`src/rtl/capture_pkg.sv`:
```
// rtl/capture_pkg.sv - shared types and constants for the capture scheduler
//
// Purpose: FSM state encoding, record header default, control word bit
// positions and the record-size helper shared by capture_sched.
package capture_pkg;

    typedef enum logic [2:0] {
        ST_IDLE    = 3'd0,
        ST_CHECK   = 3'd1,
        ST_ISSUE   = 3'd2,
        ST_WAIT    = 3'd3,
        ST_ADVANCE = 3'd4
    } capture_sched_state_t;

    localparam int HDR_BYTES_DEFAULT = 16;

    localparam int CTRL_VALID_BIT = 0;
    localparam int CTRL_WRAP_BIT  = 1;

    // Header plus payload, rounded up to the next 4-byte boundary.
    function automatic logic [31:0] record_bytes(input logic [31:0] len,
                                                 input logic [31:0] hdr);
        logic [31:0] raw;
        raw = hdr + len + 32'd3;
        return {raw[31:2], 2'b00};
    endfunction

endpackage

```
`src/rtl/desc_fifo.sv`:
```
// rtl/desc_fifo.sv - synchronous descriptor FIFO with full/empty flags
//
// Purpose: holds {end, begin} descriptor pairs between the capture front
// end and the scheduler FSM. Head entry is visible on pop_data while
// not empty (show-ahead); pop advances it.
// Ports:
//   clk, reset      clock, asynchronous active-low reset
//   push, push_data write request and data
//   pop, pop_data   read request and current head entry
//   full, empty     occupancy flags
module desc_fifo #(
    parameter int DEPTH = 4,
    parameter int WIDTH = 64
) (
    input  logic             clk,
    input  logic             reset,
    input  logic             push,
    input  logic [WIDTH-1:0] push_data,
    input  logic             pop,
    output logic [WIDTH-1:0] pop_data,
    output logic             full,
    output logic             empty
);

    localparam int AW = $clog2(DEPTH);

    logic [WIDTH-1:0] mem [DEPTH];
    logic [AW-1:0]    wr_idx;
    logic [AW-1:0]    rd_idx;
    logic [AW:0]      count;
    logic             push_ok;
    logic             pop_ok;

    assign full     = (count == (AW+1)'(DEPTH));
    assign empty    = (count == '0);
    assign pop_ok   = pop && !empty;
    // A full queue still accepts a write when the head leaves in the same cycle.
    assign push_ok  = push && (!full || pop_ok);
    assign pop_data = mem[rd_idx];

    always_ff @(posedge clk) begin
        if (push_ok) begin
            mem[wr_idx] <= push_data;
        end
    end

    always_ff @(posedge clk or negedge reset) begin
        if (!reset) begin
            wr_idx <= '0;
            rd_idx <= '0;
            count  <= '0;
        end else begin
            if (push_ok) begin
                wr_idx <= wr_idx + 1'b1;
            end
            if (pop_ok) begin
                rd_idx <= rd_idx + 1'b1;
            end
            case ({push_ok, pop_ok})
                2'b10:   count <= count + 1'b1;
                2'b01:   count <= count - 1'b1;
                default: count <= count;
            endcase
        end
    end

endmodule

```
`src/rtl/capture_sched.sv`:
```
// rtl/capture_sched.sv - packet-capture ring scheduler driving the DMA writer
//
// Purpose: queues packet descriptors, sizes each capture record, places it
// in the host ring (wrapping to offset 0 when it would cross the ring end),
// starts one writer transfer at a time and advances the write pointer
// against the host read pointer.
// Build option: CAPTURE_SCHED_DROP_EN - when defined, a record that does not
// fit is dropped; otherwise CHECK waits for the host to free space.
// Ports:
//   clk, reset                       clock, asynchronous active-low reset
//   enable                           allow new records to start
//   ring_base, ring_size, host_rd_ptr ring geometry and host consumption
//   desc_valid/desc_ready/desc_begin/desc_end  descriptor input
//   wr_ctrl, control, pkt_begin, pkt_end, write_address  writer command
//   wr_ctrl_rdy                      writer done pulse
//   wr_ptr, pkt_count, drop_count, busy, irq  status to CSR block
module capture_sched
    import capture_pkg::*;
#(
    parameter int DESC_DEPTH = 4,
    parameter int HDR_BYTES  = HDR_BYTES_DEFAULT,
    parameter int MAX_PKT    = 2048
) (
    input  logic        clk,
    input  logic        reset,
    input  logic        enable,
    input  logic [31:0] ring_base,
    input  logic [31:0] ring_size,
    input  logic [31:0] host_rd_ptr,
    input  logic        desc_valid,
    output logic        desc_ready,
    input  logic [31:0] desc_begin,
    input  logic [31:0] desc_end,
    output logic        wr_ctrl,
    output logic [31:0] control,
    output logic [31:0] pkt_begin,
    output logic [31:0] pkt_end,
    output logic [31:0] write_address,
    input  logic        wr_ctrl_rdy,
    output logic [31:0] wr_ptr,
    output logic [31:0] pkt_count,
    output logic [31:0] drop_count,
    output logic        busy,
    output logic        irq
);

`ifdef CAPTURE_SCHED_DROP_EN
    localparam bit NO_SPACE_DROP = 1'b1;
`else
    localparam bit NO_SPACE_DROP = 1'b0;
`endif

    capture_sched_state_t state, state_nxt;

    logic        fifo_full;
    logic        fifo_empty;
    logic        fifo_push;
    logic        fifo_pop;
    logic [63:0] fifo_head;

    logic [31:0] len;
    logic [31:0] rec;
    logic [31:0] free;
    logic [31:0] need;
    logic [31:0] off;
    logic [31:0] ctrl_nxt;
    logic        bad;
    logic        wrap;
    logic        fits;
    logic        drop;

    logic [31:0] off_q;
    logic [31:0] rec_q;
    logic [31:0] adv_ptr;

    assign desc_ready = !fifo_full;
    assign fifo_push  = desc_valid && desc_ready;
    assign fifo_pop   = (state == ST_IDLE) && enable && !fifo_empty;

    desc_fifo #(
        .DEPTH (DESC_DEPTH),
        .WIDTH (64)
    ) u_desc_fifo (
        .clk       (clk),
        .reset     (reset),
        .push      (fifo_push),
        .push_data ({desc_end, desc_begin}),
        .pop       (fifo_pop),
        .pop_data  (fifo_head),
        .full      (fifo_full),
        .empty     (fifo_empty)
    );

    // Placement arithmetic for the latched descriptor, evaluated live in CHECK
    // so a stalled record sees host_rd_ptr move.
    always_comb begin
        len  = pkt_end - pkt_begin;
        rec  = record_bytes(len, 32'(HDR_BYTES));
        bad  = (pkt_end <= pkt_begin) || (len > 32'(MAX_PKT));
        wrap = (wr_ptr + rec) > ring_size;
        off  = wrap ? 32'd0 : wr_ptr;
        // The 4-byte reserve keeps a full ring distinguishable from an empty one.
        if (host_rd_ptr > wr_ptr) begin
            free = host_rd_ptr - wr_ptr - 32'd4;
        end else begin
            free = ring_size - wr_ptr + host_rd_ptr - 32'd4;
        end
        // Wrapping also consumes the unused tail of the ring.
        need = rec + (wrap ? (ring_size - wr_ptr) : 32'd0);
        fits = !bad && (need <= free);
        drop = (state == ST_CHECK) && (bad || (NO_SPACE_DROP && !fits));
        ctrl_nxt = '0;
        ctrl_nxt[CTRL_VALID_BIT] = 1'b1;
        ctrl_nxt[CTRL_WRAP_BIT]  = wrap;
        adv_ptr = off_q + rec_q;
    end

    always_ff @(posedge clk or negedge reset) begin
        if (!reset) begin
            state <= ST_IDLE;
        end else begin
            state <= state_nxt;
        end
    end

    always_comb begin
        state_nxt = state;
        case (state)
            ST_IDLE: begin
                if (enable && !fifo_empty) begin
                    state_nxt = ST_CHECK;
                end
            end
            ST_CHECK: begin
                if (bad) begin
                    state_nxt = ST_IDLE;
                end else if (fits) begin
                    state_nxt = ST_ISSUE;
                end else if (NO_SPACE_DROP) begin
                    state_nxt = ST_IDLE;
                end
            end
            ST_ISSUE: state_nxt = ST_WAIT;
            ST_WAIT: begin
                if (wr_ctrl_rdy) begin
                    state_nxt = ST_ADVANCE;
                end
            end
            ST_ADVANCE: state_nxt = ST_IDLE;
            default:    state_nxt = ST_IDLE;
        endcase
    end

    always_comb begin
        wr_ctrl = (state == ST_ISSUE);
        irq     = (state == ST_ADVANCE);
        busy    = (state != ST_IDLE);
    end

    // Datapath registers. wr_ptr and pkt_count move on the WAIT->ADVANCE edge
    // so they are already updated in the cycle irq is raised.
    always_ff @(posedge clk or negedge reset) begin
        if (!reset) begin
            pkt_begin     <= '0;
            pkt_end       <= '0;
            control       <= '0;
            write_address <= '0;
            off_q         <= '0;
            rec_q         <= '0;
            wr_ptr        <= '0;
            pkt_count     <= '0;
            drop_count    <= '0;
        end else begin
            if (fifo_pop) begin
                pkt_begin <= fifo_head[31:0];
                pkt_end   <= fifo_head[63:32];
            end
            if ((state == ST_CHECK) && fits) begin
                off_q         <= off;
                rec_q         <= rec;
                control       <= ctrl_nxt;
                write_address <= ring_base + off;
            end
            if (drop) begin
                drop_count <= drop_count + 32'd1;
            end
            if ((state == ST_WAIT) && wr_ctrl_rdy) begin
                wr_ptr    <= (adv_ptr == ring_size) ? 32'd0 : adv_ptr;
                pkt_count <= pkt_count + 32'd1;
            end
        end
    end

endmodule

```
`config.mk`:
```
export PLATFORM = sky130hd
export DESIGN_NAME = capture_sched
export DESIGN_NICKNAME = d
export VERILOG_FILES = /design/src/rtl/capture_pkg.sv /design/src/rtl/desc_fifo.sv /design/src/rtl/capture_sched.sv
export SDC_FILE = /design/constraint.sdc
export NUM_CORES = 1
export LEC_CHECK = 0
export CORE_AREA = 5 5 271 273
export DETAILED_ROUTE_END_ITERATION = 12
export DIE_AREA = 0 0 276 278
export GPL_ROUTABILITY_DRIVEN = 0
export PLACE_DENSITY = 0.79
export SLEW_MARGIN = 20
export SYNTH_ARGS = -nofsm -noshare
export SYNTH_HDL_FRONTEND = slang
export SYNTH_SLANG_ARGS = --single-unit
```
`constraint.sdc`:
```
create_clock -name clk -period 12.8 [get_ports clk]
set_input_delay 1.28 -clock clk [delete_from_list [all_inputs] [get_ports clk]]
set_output_delay 1.28 -clock clk [all_outputs]
set_load 0.02 [all_outputs]
```
==> summary.md <==
| Metric | Value |
|---|---|
| Status | complete, no violations |
| WHS Endpoint | control[0] |
| Slew Limit Fails | 0 |
| Area of the multi-input gates | 21300 um2 |
| Synth Flop Type | dfrtp_1 |
| Post-synthesis cell type count | 91 |
| Xor/xnor share of the synthesized area | 0.0797 |
| Largest family of logic cells by synthesized area | adder cells |
| Remaining global-route overflow | 0 |
| RR Startpoint | pkt_end[0] |
| Clock Skew | 0.0454 ns |
| Cell Rows | 98 |
| Clock Tree Root | clkbuf_16 |
| Synth Area in Adders | 0.141 |
| Crit path max fanout | 7 |
| DRT iter0 DRCs | 2226 |
| Worst-margin pin slew | 1.05 ns |
| Mux cell area share after synthesis | 0.0758 |
| Fin crit share | 0.963 |
| Setup Viol. Count Final | 0 |
| CP max stage cell | or4_4 |
| Max cap viols | 0 |
| DRC | 0 |
| Worst reg2reg setup slack | 0.48 ns |
| CP max stage delay | 0.61 ns |
| Vias/cell | 5.69 |
| CTS max path bufs | 3 |
| Synth Area in Simple Gates | 0.129 |
| Worst relative slew slack | 0.301 |
| Sequential area share after synthesis | 0.386 |
| DR pass1 iterations | 6 |
| Cell family with most CP delay | simple AND/OR/NAND/NOR gates |
| Flops & latches, synth | 522 |
| Drt total wl | 104000 um |
| Die area | 76700 um2 |
| Final WS setup | 0.476 ns |
| Gr usage total | 0.259 |
| Hold path cells | 1 |
| Syn. warnings | 0 |
| Share of post-route cells with drive strength above 1 | 0.136 |
| TritonCTS buffer count | 55 |
| DP Worst Slack | -0.596 ns |
| Number of H-tree levels | 2 |
| Largest net degree at the start of global routing | 75 |
| Hold WC Path Type | reg -> reg |
| Startpoint types | flip-flop |
| Worst-path clk slew | 0.06 ns |
| CTS tree | done |
| Synth top area cells | edfxtp_1 (21%), dfrtp_1 (18%), ha_1 (14%) |
| Die Height | 278 um |
| Synth Area in Compound Gates | 0.137 |
| Setup CP Type | reg -> reg |
| Post-Layout Inst Area | 46000 um2 |
| Synth Area per Inst | 10.1 um2 |
| Synth area leader | edfxtp_1 |
| Detail Placement HPWL | 79500 um |
| Area Overhead vs Synth | 23.6% |
| Starting density of the core | 0.525 |
| Layout fillers | 5582 |
| Crit path required time | 13.29 ns |
| Layout Nets | 4877 |
| Data arrival, critical path | 12.82 ns |
| Post-DP Area | 43500 um2 |
| Worst min-delay path startpoint | control[0] |
| Clock Sinks | 522 |
| Port-buffer cells | 362 |
| Fmax | 0.0811 GHz |
| Ys async rst share | 0.510 |
| Reg2Reg Depth | 61 |
| Crit path time final | 12.32 ns |
| Post-Syn Instances | 3683 |
| Core footprint | 70900 um2 |
| Hold Vio Cnt, Final | 0 |
| Util after Layout | 0.649 |
| Antenna viol nets, final | 0 |
| Cell with the most instances after synthesis | ha_1 |
| Yosys top cell area share | 0.207 |
| CTS Hold Buffers Added | 0 |
| WL per Instance | 19.7 um |
| Width of the die | 276 um |
| WP buf/inv | 8 |
| Vias | 30100 |
| Reg2reg end | off_q[11] |
| EDFF count, synth | 256 |
| Sequential Area | 14300 um2 |
| First-pass GRT wire length | 162000 um |
| Worst setup EP type | flip-flop |
| Clk_lat worst skew | 0.65 ns |
| Synth Cell Area | 37200 um2 |
| Initial antenna violation count | 3 |
| Synth top cells by count | ha_1 (406), inv_1 (339), dfrtp_1 (266), edfxtp_1 (256), nand2_1 (252) |
| IO Count | 393 |
| Vias in the first global route | 30000 |
[logic make-up after synthesis]
logic type / Yosys count
fa+ha+maj: 415
simple gates: 977
mux: 176
buf+inv: 465
other cells: 1
xor+xnor: 332
compound gates: 795
flops: 522
[how the worst max path moves through the flow]
stage	from	to	slack, ns	depth (start not counted)
2_1_floorplan	pkt_end[0]	off_q[0]	0.02	56
3_3_place_gp	pkt_end[0]	write_address[12]	-0.23	57
3_5_place_dp	pkt_end[0]	write_address[11]	-0.60	57
4_1_cts	pkt_end[0]	write_address[14]	0.01	59
5_1_grt	pkt_end[0]	off_q[11]	-0.07	61
6_report	pkt_end[0]	off_q[11]	0.48	61
[final cells by class]
| class | count | share of cell area |
|---|---|---|
| multi-input cells | 2725 | 0.464 |
| flip-flops and latches | 522 | 0.312 |
| repair buffers | 653 | 0.131 |
| clock buffers | 75 | 0.0329 |
| inverters | 340 | 0.0278 |
| well taps | 950 | 0.0259 |
| clock inverters | 26 | 0.00642 |
| diodes | 4 | 0.000218 |
[flip-flops by register name, indices dropped and copies added (netlist names)]
register / flops
pkt_end: 32
drop_count: 32
control: 2
write_address: 32
wr_ptr: 32
u_desc_fifo.rd_idx: 2
pkt_begin: 32
rec_q: 30
state: 3
u_desc_fifo.mem: 256
off_q: 32
pkt_count: 32
u_desc_fifo.wr_idx: 2
u_desc_fifo.count: 3
[routing by layer]
metal  share of wire  vias to the layer above  routed length (um)  global-route usage
li1                -                    14400                   -                   -
met1            0.42                    14500               43300               0.340
met2            0.49                     1007               50900               0.452
met3           0.065                      195                6760              0.0363
met4           0.033                        0                3440              0.0747
met5               0                        -                   0                   0
[placed cells by master, fill, tap and decap left out, types with 62 or more instances in the layout]
cell type	n
clkbuf_16	62
buf_4	278
ha_1	404
nor2_1	233
a21o_1	89
inv_1	338
edfxtp_1	256
and2_1	71
xnor2_1	199
clkdlybuf4s50_1	361
xor2_1	125
a21oi_1	224
nand3_1	82
dfrtp_1	264
o21ai_0	159
mux4_2	64
nor3_1	67
nand2_1	252
[metrics by stage]
step                      TNS (ns)  hold slack (ns)  instances
after floorplan                  0            0.458       3712
after global placement      -13.32            0.456       5167
after detailed placement    -47.43            0.453       5167
after CTS                        0            0.471       5272
after global routing         -2.67            0.491       5293
final                            0            0.464       5295
[repair_timing]
action	CTS	global route
buffers inserted	2	12
pin swaps	2	38
endpoints found under the setup margin	97	98
cloned	2	7
resized for setup	17	48
Power is left out: the tool's default activity adds up to more than one toggle a clock period on the data nets, which glitch-free logic cannot reach.
